<file path="config.mk">
export PLATFORM = sky130hd
export DESIGN_NAME = boot_mem
export DESIGN_NICKNAME = d
export VERILOG_FILES = /design/src/rtl/boot_mem_pkg.sv /design/src/rtl/ram_1w1r.sv /design/src/rtl/boot_mem.sv
export SDC_FILE = /design/constraint.sdc
export NUM_CORES = 2
export LEC_CHECK = 0
export CORE_ASPECT_RATIO = 1.2
export CORE_MARGIN = 2
export CORE_UTILIZATION = 55
export CTS_CLUSTER_DIAMETER = 60
export DETAILED_ROUTE_END_ITERATION = 8
export PLACE_DENSITY = 0.79
export SLEW_MARGIN = 0
export SYNTH_ARGS = -nofsm -noshare
export SYNTH_HDL_FRONTEND = slang
export SYNTH_SLANG_ARGS = --single-unit
export TNS_END_PERCENT = 30
</file>
<file path="constraint.sdc">
create_clock -name clk -period 3.8 [get_ports clk]
set_input_delay 0.38 -clock clk [delete_from_list [all_inputs] [get_ports clk]]
set_output_delay 0.38 -clock clk [all_outputs]
set_load 0.005 [all_outputs]
</file>
<file path="src/rtl/boot_mem_pkg.sv">
// Shared constants for the multicycle MIPS core and its boot-loading memory.
package boot_mem_pkg;

    // boot_mem controller states
    typedef enum logic [1:0] {
        LOAD = 2'b00,
        RUN  = 2'b01,
        HALT = 2'b10
    } boot_state_t;

    // Byte address whose store ends a program run
    localparam logic [31:0] HALT_ADDR_DEFAULT = 32'hFFFF_FFF0;

    // Core opcodes
    localparam logic [5:0] OP_RTYPE = 6'h00;
    localparam logic [5:0] OP_J     = 6'h02;
    localparam logic [5:0] OP_BEQ   = 6'h04;
    localparam logic [5:0] OP_ADDI  = 6'h08;
    localparam logic [5:0] OP_LW    = 6'h23;
    localparam logic [5:0] OP_SW    = 6'h2B;

endpackage

</file>
<file path="src/rtl/ram_1w1r.sv">
// Word array with one asynchronous read port and one synchronous write port.
module ram_1w1r
    import boot_mem_pkg::*;
#(
    parameter int unsigned ADDR_BITS = 6
) (
    input  logic                 clk,
    input  logic                 we,
    input  logic [ADDR_BITS-1:0] waddr,
    input  logic [31:0]          wdata,
    input  logic [ADDR_BITS-1:0] raddr,
    output logic [31:0]          rdata
);

    logic [31:0] mem [1 << ADDR_BITS];

    // Synchronous write; contents are never reset
    always_ff @(posedge clk) begin
        if (we) begin
            mem[waddr] <= wdata;
        end
    end

    assign rdata = mem[raddr];

endmodule

</file>
<file path="src/rtl/boot_mem.sv">
// Unified core memory with a boot-load front end: fills memory from a
// valid/ready stream while holding the core in reset, then serves the core
// and stops it when a store hits the halt address.
module boot_mem
    import boot_mem_pkg::*;
#(
    parameter int unsigned ADDR_BITS = 6,
    parameter logic [31:0] HALT_ADDR = HALT_ADDR_DEFAULT
) (
    input  logic               clk,
    input  logic               reset,
    input  logic [31:0]        adr,
    input  logic [31:0]        writedata,
    input  logic               memwrite,
    output logic [31:0]        readdata,
    input  logic               load_valid,
    input  logic [31:0]        load_data,
    input  logic               load_last,
    output logic               load_ready,
    output logic               cpu_reset,
    output logic               halted,
    output logic [31:0]        result,
    output logic [ADDR_BITS:0] words_loaded
);

    boot_state_t          state;
    boot_state_t          next_state;
    logic [ADDR_BITS-1:0] load_ptr;

    logic                 load_fire;
    logic                 in_range;
    logic [ADDR_BITS-1:0] index;
    logic                 core_store;
    logic                 halt_hit;

    logic                 ram_we;
    logic [ADDR_BITS-1:0] ram_waddr;
    logic [31:0]          ram_wdata;
    logic [31:0]          ram_rdata;

    assign load_ready = (state == LOAD);
    assign load_fire  = load_valid & load_ready;

    assign in_range   = (adr[31:ADDR_BITS+2] == '0);
    assign index      = adr[ADDR_BITS+1:2];
    assign core_store = (state == RUN) & memwrite & in_range;
    assign halt_hit   = (state == RUN) & memwrite & (adr == HALT_ADDR);

    assign readdata   = ((state == RUN) && in_range) ? ram_rdata : '0;

    // Write port belongs to the loader in LOAD and to the core otherwise
    always_comb begin
        ram_we    = 1'b0;
        ram_waddr = index;
        ram_wdata = writedata;
        if (state == LOAD) begin
            ram_we    = load_fire;
            ram_waddr = load_ptr;
            ram_wdata = load_data;
        end else begin
            ram_we    = core_store;
        end
    end

    ram_1w1r #(
        .ADDR_BITS(ADDR_BITS)
    ) u_ram (
        .clk  (clk),
        .we   (ram_we),
        .waddr(ram_waddr),
        .wdata(ram_wdata),
        .raddr(index),
        .rdata(ram_rdata)
    );

    // Next-state decode; the last array slot ends loading even without load_last
    always_comb begin
        next_state = state;
        case (state)
            LOAD: begin
                if (load_fire && (load_last || (load_ptr == '1))) begin
                    next_state = RUN;
                end
            end
            RUN: begin
                if (halt_hit) begin
                    next_state = HALT;
                end
            end
            HALT:    next_state = HALT;
            default: next_state = LOAD;
        endcase
    end

    // State, load bookkeeping and outputs registered from the next state
    always_ff @(posedge clk or posedge reset) begin
        if (reset) begin
            state        <= LOAD;
            load_ptr     <= '0;
            words_loaded <= '0;
            cpu_reset    <= 1'b1;
            halted       <= 1'b0;
            result       <= '0;
        end else begin
            state     <= next_state;
            cpu_reset <= (next_state != RUN);
            halted    <= (next_state == HALT);
            if (load_fire) begin
                load_ptr     <= load_ptr + ADDR_BITS'(1);
                words_loaded <= words_loaded + (ADDR_BITS+1)'(1);
            end
            if (halt_hit) begin
                result <= writedata;
            end
        end
    end

endmodule

</file>
### Word-level counts from Yosys, hierarchy flattened

Memory sizes are Yosys's and may differ from the RTL's.
Cells that the tools add are included.
Widths: inputs -> output; s select.

| storage, ports and cells | value |
|---|---|
| register bits | 49 |
| logic and storage cells | 33 |
| RAM bits | 2048 |
| memories kept | 1 |

Memories:

| name | depth | bits a word | rd ports | clocked after memory_dff | write ports | line | text |
|---|---|---|---|---|---|---|---|
| u_ram.mem | 64 | 32 | 1 | 0 | 1 | ram_1w1r.sv:15 | `logic [31:0] mem [1 << ADDR_BITS];` |

| operators by class | value |
|---|---|
| eq/ne operators | 6 |
| add/sub/neg operators | 2 |
| multiplexer cells | 9 |
| reduce and logical (&&, ||, !) cells | 5 |
| bitwise operators | 4 |

Operators by type and width:

| operator | number |
|---|---|
| $mux 32 | 2 |
| $eq 32x32->1 const B | 1 |
| $logic_not 24->1 | 1 |
| $add 7x1->7 const B | 1 |
| $add 6x1->6 const B | 1 |
| $eq 6x6->1 const B | 1 |
| $mux 6 | 1 |
| $pmux 2 s3 | 1 |
| $and 1x1->1 | 4 |
| $eq 2x2->1 const B | 2 |
| $mux 2 | 2 |
| $mux 1 | 3 |
| $eq 2x1->1 const B | 1 |
| $logic_and 1x1->1 | 2 |
| $logic_not 2->1 | 1 |
| $ne 2x1->1 const B | 1 |
| $logic_or 1x1->1 | 1 |

### Longest topological paths before layout

| logic depth | value |
|---|---|
| word-level depth | 6 |
| mapped depth | 11 |

### Cells and area by module

A second synthesis with hierarchy kept.

| unflattened totals | value |
|---|---|
| cells, all modules | 3521 |
| area, all modules | 80694.9 µm² |

By module, submodules not included:

| module | cells each | times used | sequential area each (µm²) | area an instance (µm²) |
|---|---|---|---|---|
| ram_1w1r | 3292 | 1 | 61499.0 | 77874.7 |
| boot_mem | 229 | 1 | 1227.4 | 2820.2 |

### Worst setup path before layout

OpenSTA, ideal clock, no wires.

| path | value |
|---|---|
| kind | input -> register |
| from | in adr[2] |
| to | mem u_ram.mem[31][0] (enable) |
| cell stages on the path | 10 |
| path buffers | 6 |
| arrival time | 3.195 ns |
| path slack | 0.184 ns |
| setup time | 0.421 ns |
| data required time | 3.379 ns |
| cell sequence | buf_4 -> buf_6 -> buf_4 -> buf_6 -> buf_2 -> buf_2 -> a31oi_1 -> inv_1 -> nand2_1 -> nor2_1 |

| between the ends | value |
|---|---|
| longest elaborated chain between the ends | 1 |

RTL lines:

| element | line | text |
|---|---|---|
| from (decl) | boot_mem.sv:12 | `input logic [31:0] adr,` |
| $mux 6 | boot_mem.sv:56 | `if (state == LOAD) begin` |
| to (decl) | ram_1w1r.sv:15 |  |

No other way between the ends.

### Worst setup path after layout

| path | value |
|---|---|
| from | in adr[21] |
| to | out readdata[31] |

| between the ends | value |
|---|---|
| longest elaborated chain between the ends | 3 |

RTL lines:

| element | line | text |
|---|---|---|
| $logic_not 24->1 | boot_mem.sv:44 | `assign in_range = (adr[31:ADDR_BITS+2] == '0);` |
| $logic_and 1x1->1 | boot_mem.sv:49 | `assign readdata = ((state == RUN) && in_range) ? ram_rdata : '0;` |
| $mux 32 | boot_mem.sv:49 |  |
| to (decl) | boot_mem.sv:15 | `output logic [31:0] readdata,` |

No other way between the ends.

==> impl_metrics.ini <==
[power]
p_leak_nw = 31.4
power.density_nw_per_um2 = 555
irDropWorstVdd_mv = 0.517
power.total_mw = 53.3

[global_routing]
grt-ovfl-total = 0
grt_busiest_layer = met2
grt_max_degree = 65
grt_use_total_pct = 31.5
grt_pass1_vias = 45936
met2_usage_pct = 50.7
antenna_found_initial = 11
grt_pass1_wl_mm = 333
grt_util_met3_pct = 8.30
grt_use_met1_pct = 37.7

[timing]
fin_crit_sh_pct = 103
setup_violations = 5
finClkSkew_ns = 0.0425
setup_ws_ns = -0.130
slew_headroom_pct = 22.1
worstMarginPinSlew_ns = 1.16
tns_ns = -0.414
fmax_ghz = 0.254
hold_violations = 0
grt_setup_unrepaired = yes
post-route-min-period_ns = 3.93
maxSlewViolCount = 0

[setup_path]
cp.arrival_ns = 3.55
worst_r2r_path_depth = 6
cp_max_fo = 8
rr_endpoint = u_ram.mem[4][26]
cp-start-kind = input pin
crit_required_ns = 3.42
cp-end-kind = output pin
rrSetupSlack_ns = 0.57
r2r_start = state[0]
path_class = in -> out

[run]
drv_cap = 0

[status]
outcome = complete, but fails checks
violations = negative setup slack

[detailed_routing]
ant_nets = 0
vias = 45478
viasPerCell = 6.88
drt-wirelength-per-cell_um = 36.0
firstDrtPassIters = 7
drt_iter0_drc = 7346
totalWireLength_mm = 238
drc = 0

[yosys]
synth_area_um2 = 81000
syn_nets = 4006
synth_most_common_cell = edfxtp_1
yosysTopAreaCell = edfxtp_1
synth-main-ff-cell = edfxtp_1
synthTopCellsByCount = 2048 x edfxtp_1, 414 x mux4_2, 242 x nand2_1
syn_avg_cell_area_um2 = 20.8
ys_seq_elements = 2097
synthTopCellsByArea = edfxtp_1 76%, mux4_2 12%, mux2i_1 2.6%
synth_edf_count = 2048
yosysUniqueCellTypes = 68
yosys_warnings = 0
syn_inst = 3903
ys_async_sr_fraction_pct = 2.34
yosysSeqAreaShare_pct = 77.4
synth_top_area_share_pct = 75.9

[place]
place.gp.congestion = 0.920
io_buffers = 174
hpwl_mm = 141

[clock_network]
cts_tree = done
clock_sinks = 2097
h-tree-depth = 4
cts_made_buffers = 191
root_buffer = clkbuf_16
path_clk_slew_ns = 0.06
cts_max_path_buffers = 3
clkLatencyLatePin_ns = 0.83

[die]
die_x_um = 354
ios = 175
die-area_um2 = 150000
die_y_um = 424
start_util_pct = 55.3
num_rows = 154
core_area_um2 = 147000

[finish]
fillCellCount = 8706
multi_input_area_um2 = 18000
nets = 4596
synthToLayoutAreaGrowth_pct = 18.4
seq_area_um2 = 62700
drive_gt1_share_pct = 29.0

[hold_path]
min_from = writedata[29]
hold_path.class = in -> reg
hold_end = result[29]
min_path_cells = 2
-- flip-flops by register name (all words and copies together) (netlist names) --
signal	cells
cpu_reset	1
state	2
u_ram.mem	2048
halted	1
result	32
load_ptr	6
words_loaded	7
-- power by group --
part           total, mW  switching (mW)  leakage [nW]  internal [mW]
sequential          28.3           0.146          19.1           28.2
clock               18.5            8.51          2.90           9.99
combinational       6.50            4.98          9.41           1.52
total               53.3            13.6          31.4           39.7
-- cell families after synthesis --
| family | synth area share, % |
|---|---|
| flip-flops | 77.4 |
| multiplexers | 14.8 |
| AND/OR/NAND/NOR | 3.24 |
| AO/OA/AOI/OAI | 2.84 |
| buffers and inverters | 1.59 |
| XOR/XNOR | 0.119 |
| adder cells (fa/ha/maj) | 0.0309 |
-- metrics by stage --
step | std cells | cell area [um2] | hold WS [ns] | utilization (%) | setup WS, ns
2_1_floorplan | 3903 | 81000 | 0.453 | - | 0.184
3_3_place_gp | 6243 | 89500 | 0.461 | 61.1 | -0.608
3_5_place_dp | 6243 | 89500 | 0.475 | 61.1 | -0.694
4_1_cts | 6600 | 95900 | 0.171 | 65.4 | -0.186
5_1_grt | 6602 | 96000 | 0.198 | 65.4 | -0.191
6_report | 6606 | 96000 | 0.211 | 65.5 | -0.130
-- layer usage --
layer / vias up / wire length, um
li1: 17438 / -
met1: 22887 / 73500
met2: 4177 / 116000
met3: 970 / 30100
met4: 6 / 18000
met5: - / 41
-- area by class of cell --
| class | instances | area share, % |
|---|---|---|
| Sequential cell | 2097 | 65.4 |
| Clock inverter | 110 | 0.913 |
| Multi-Input combinational cell | 1577 | 18.8 |
| Tap cell | 1950 | 2.54 |
| Inverter | 17 | 0.0665 |
| Timing Repair Buffer | 609 | 7.06 |
| Clock buffer | 241 | 5.25 |
| Antenna cell | 5 | 0.0130 |
-- layout by cell type (no fill, tap or decap), types with 8 or more instances in the layout --
master	netlist	final
edfxtp_1	2048	2048
buf_12	0	140
inv_1	15	13
clkbuf_1	67	44
nand3_1	44	43
mux2_2	49	49
o21ai_0	29	21
mux4_2	414	414
a211oi_1	14	13
buf_4	48	290
xnor2_1	9	9
clkdlybuf4s50_1	0	146
buf_6	17	11
bufinv_16	0	8
dlygate4sd2_1	0	15
dfrtp_1	48	47
clkinv_1	1	38
o21ai_2	0	9
o221ai_1	17	13
clkinv_2	0	41
o22ai_1	121	121
clkbuf_16	0	192
nand4_1	15	15
nor3_1	60	58
mux2i_1	209	209
nor2b_1	18	17
nand2_1	242	207
nor2_4	0	65
a22oi_1	41	41
a32oi_1	8	8
a31oi_1	16	16
nand2_2	0	35
nor2_1	110	46
a21oi_1	16	16
-- how the worst max path moves through the flow --
stage                     slack (ns)          endpoint    start
after floorplan                 0.18  u_ram.mem[31][0]   adr[2]
after global placement         -0.61      readdata[26]  adr[21]
after detailed placement       -0.69      readdata[26]  adr[21]
after CTS                      -0.19      readdata[23]  adr[21]
after global routing           -0.19      readdata[31]  adr[21]
final                          -0.13      readdata[31]  adr[21]
-- repair_timing --
item,CTS,global route
pin swaps,16,4
resized for setup,106,24
hold buffers,1,0
endpoints found under the hold margin,30,0
setup buffers,5,1
endpoints found under the setup margin,31,16
-- worst max-delay path, cell delays in order --
cell and delay, ns:
clkdlybuf4s50_1 0.41, buf_6 0.16, nor4_4 0.34, buf_12 0.19
nand4_4 0.13, buf_6 0.17, nor4_4 0.21, buf_12 0.20
o221ai_1 0.14, or4_1 0.44, o21ai_1 0.11, buf_4 0.15
clkdlybuf4s50_1 0.49
Note: power is estimated with default switching activity, not from simulation.
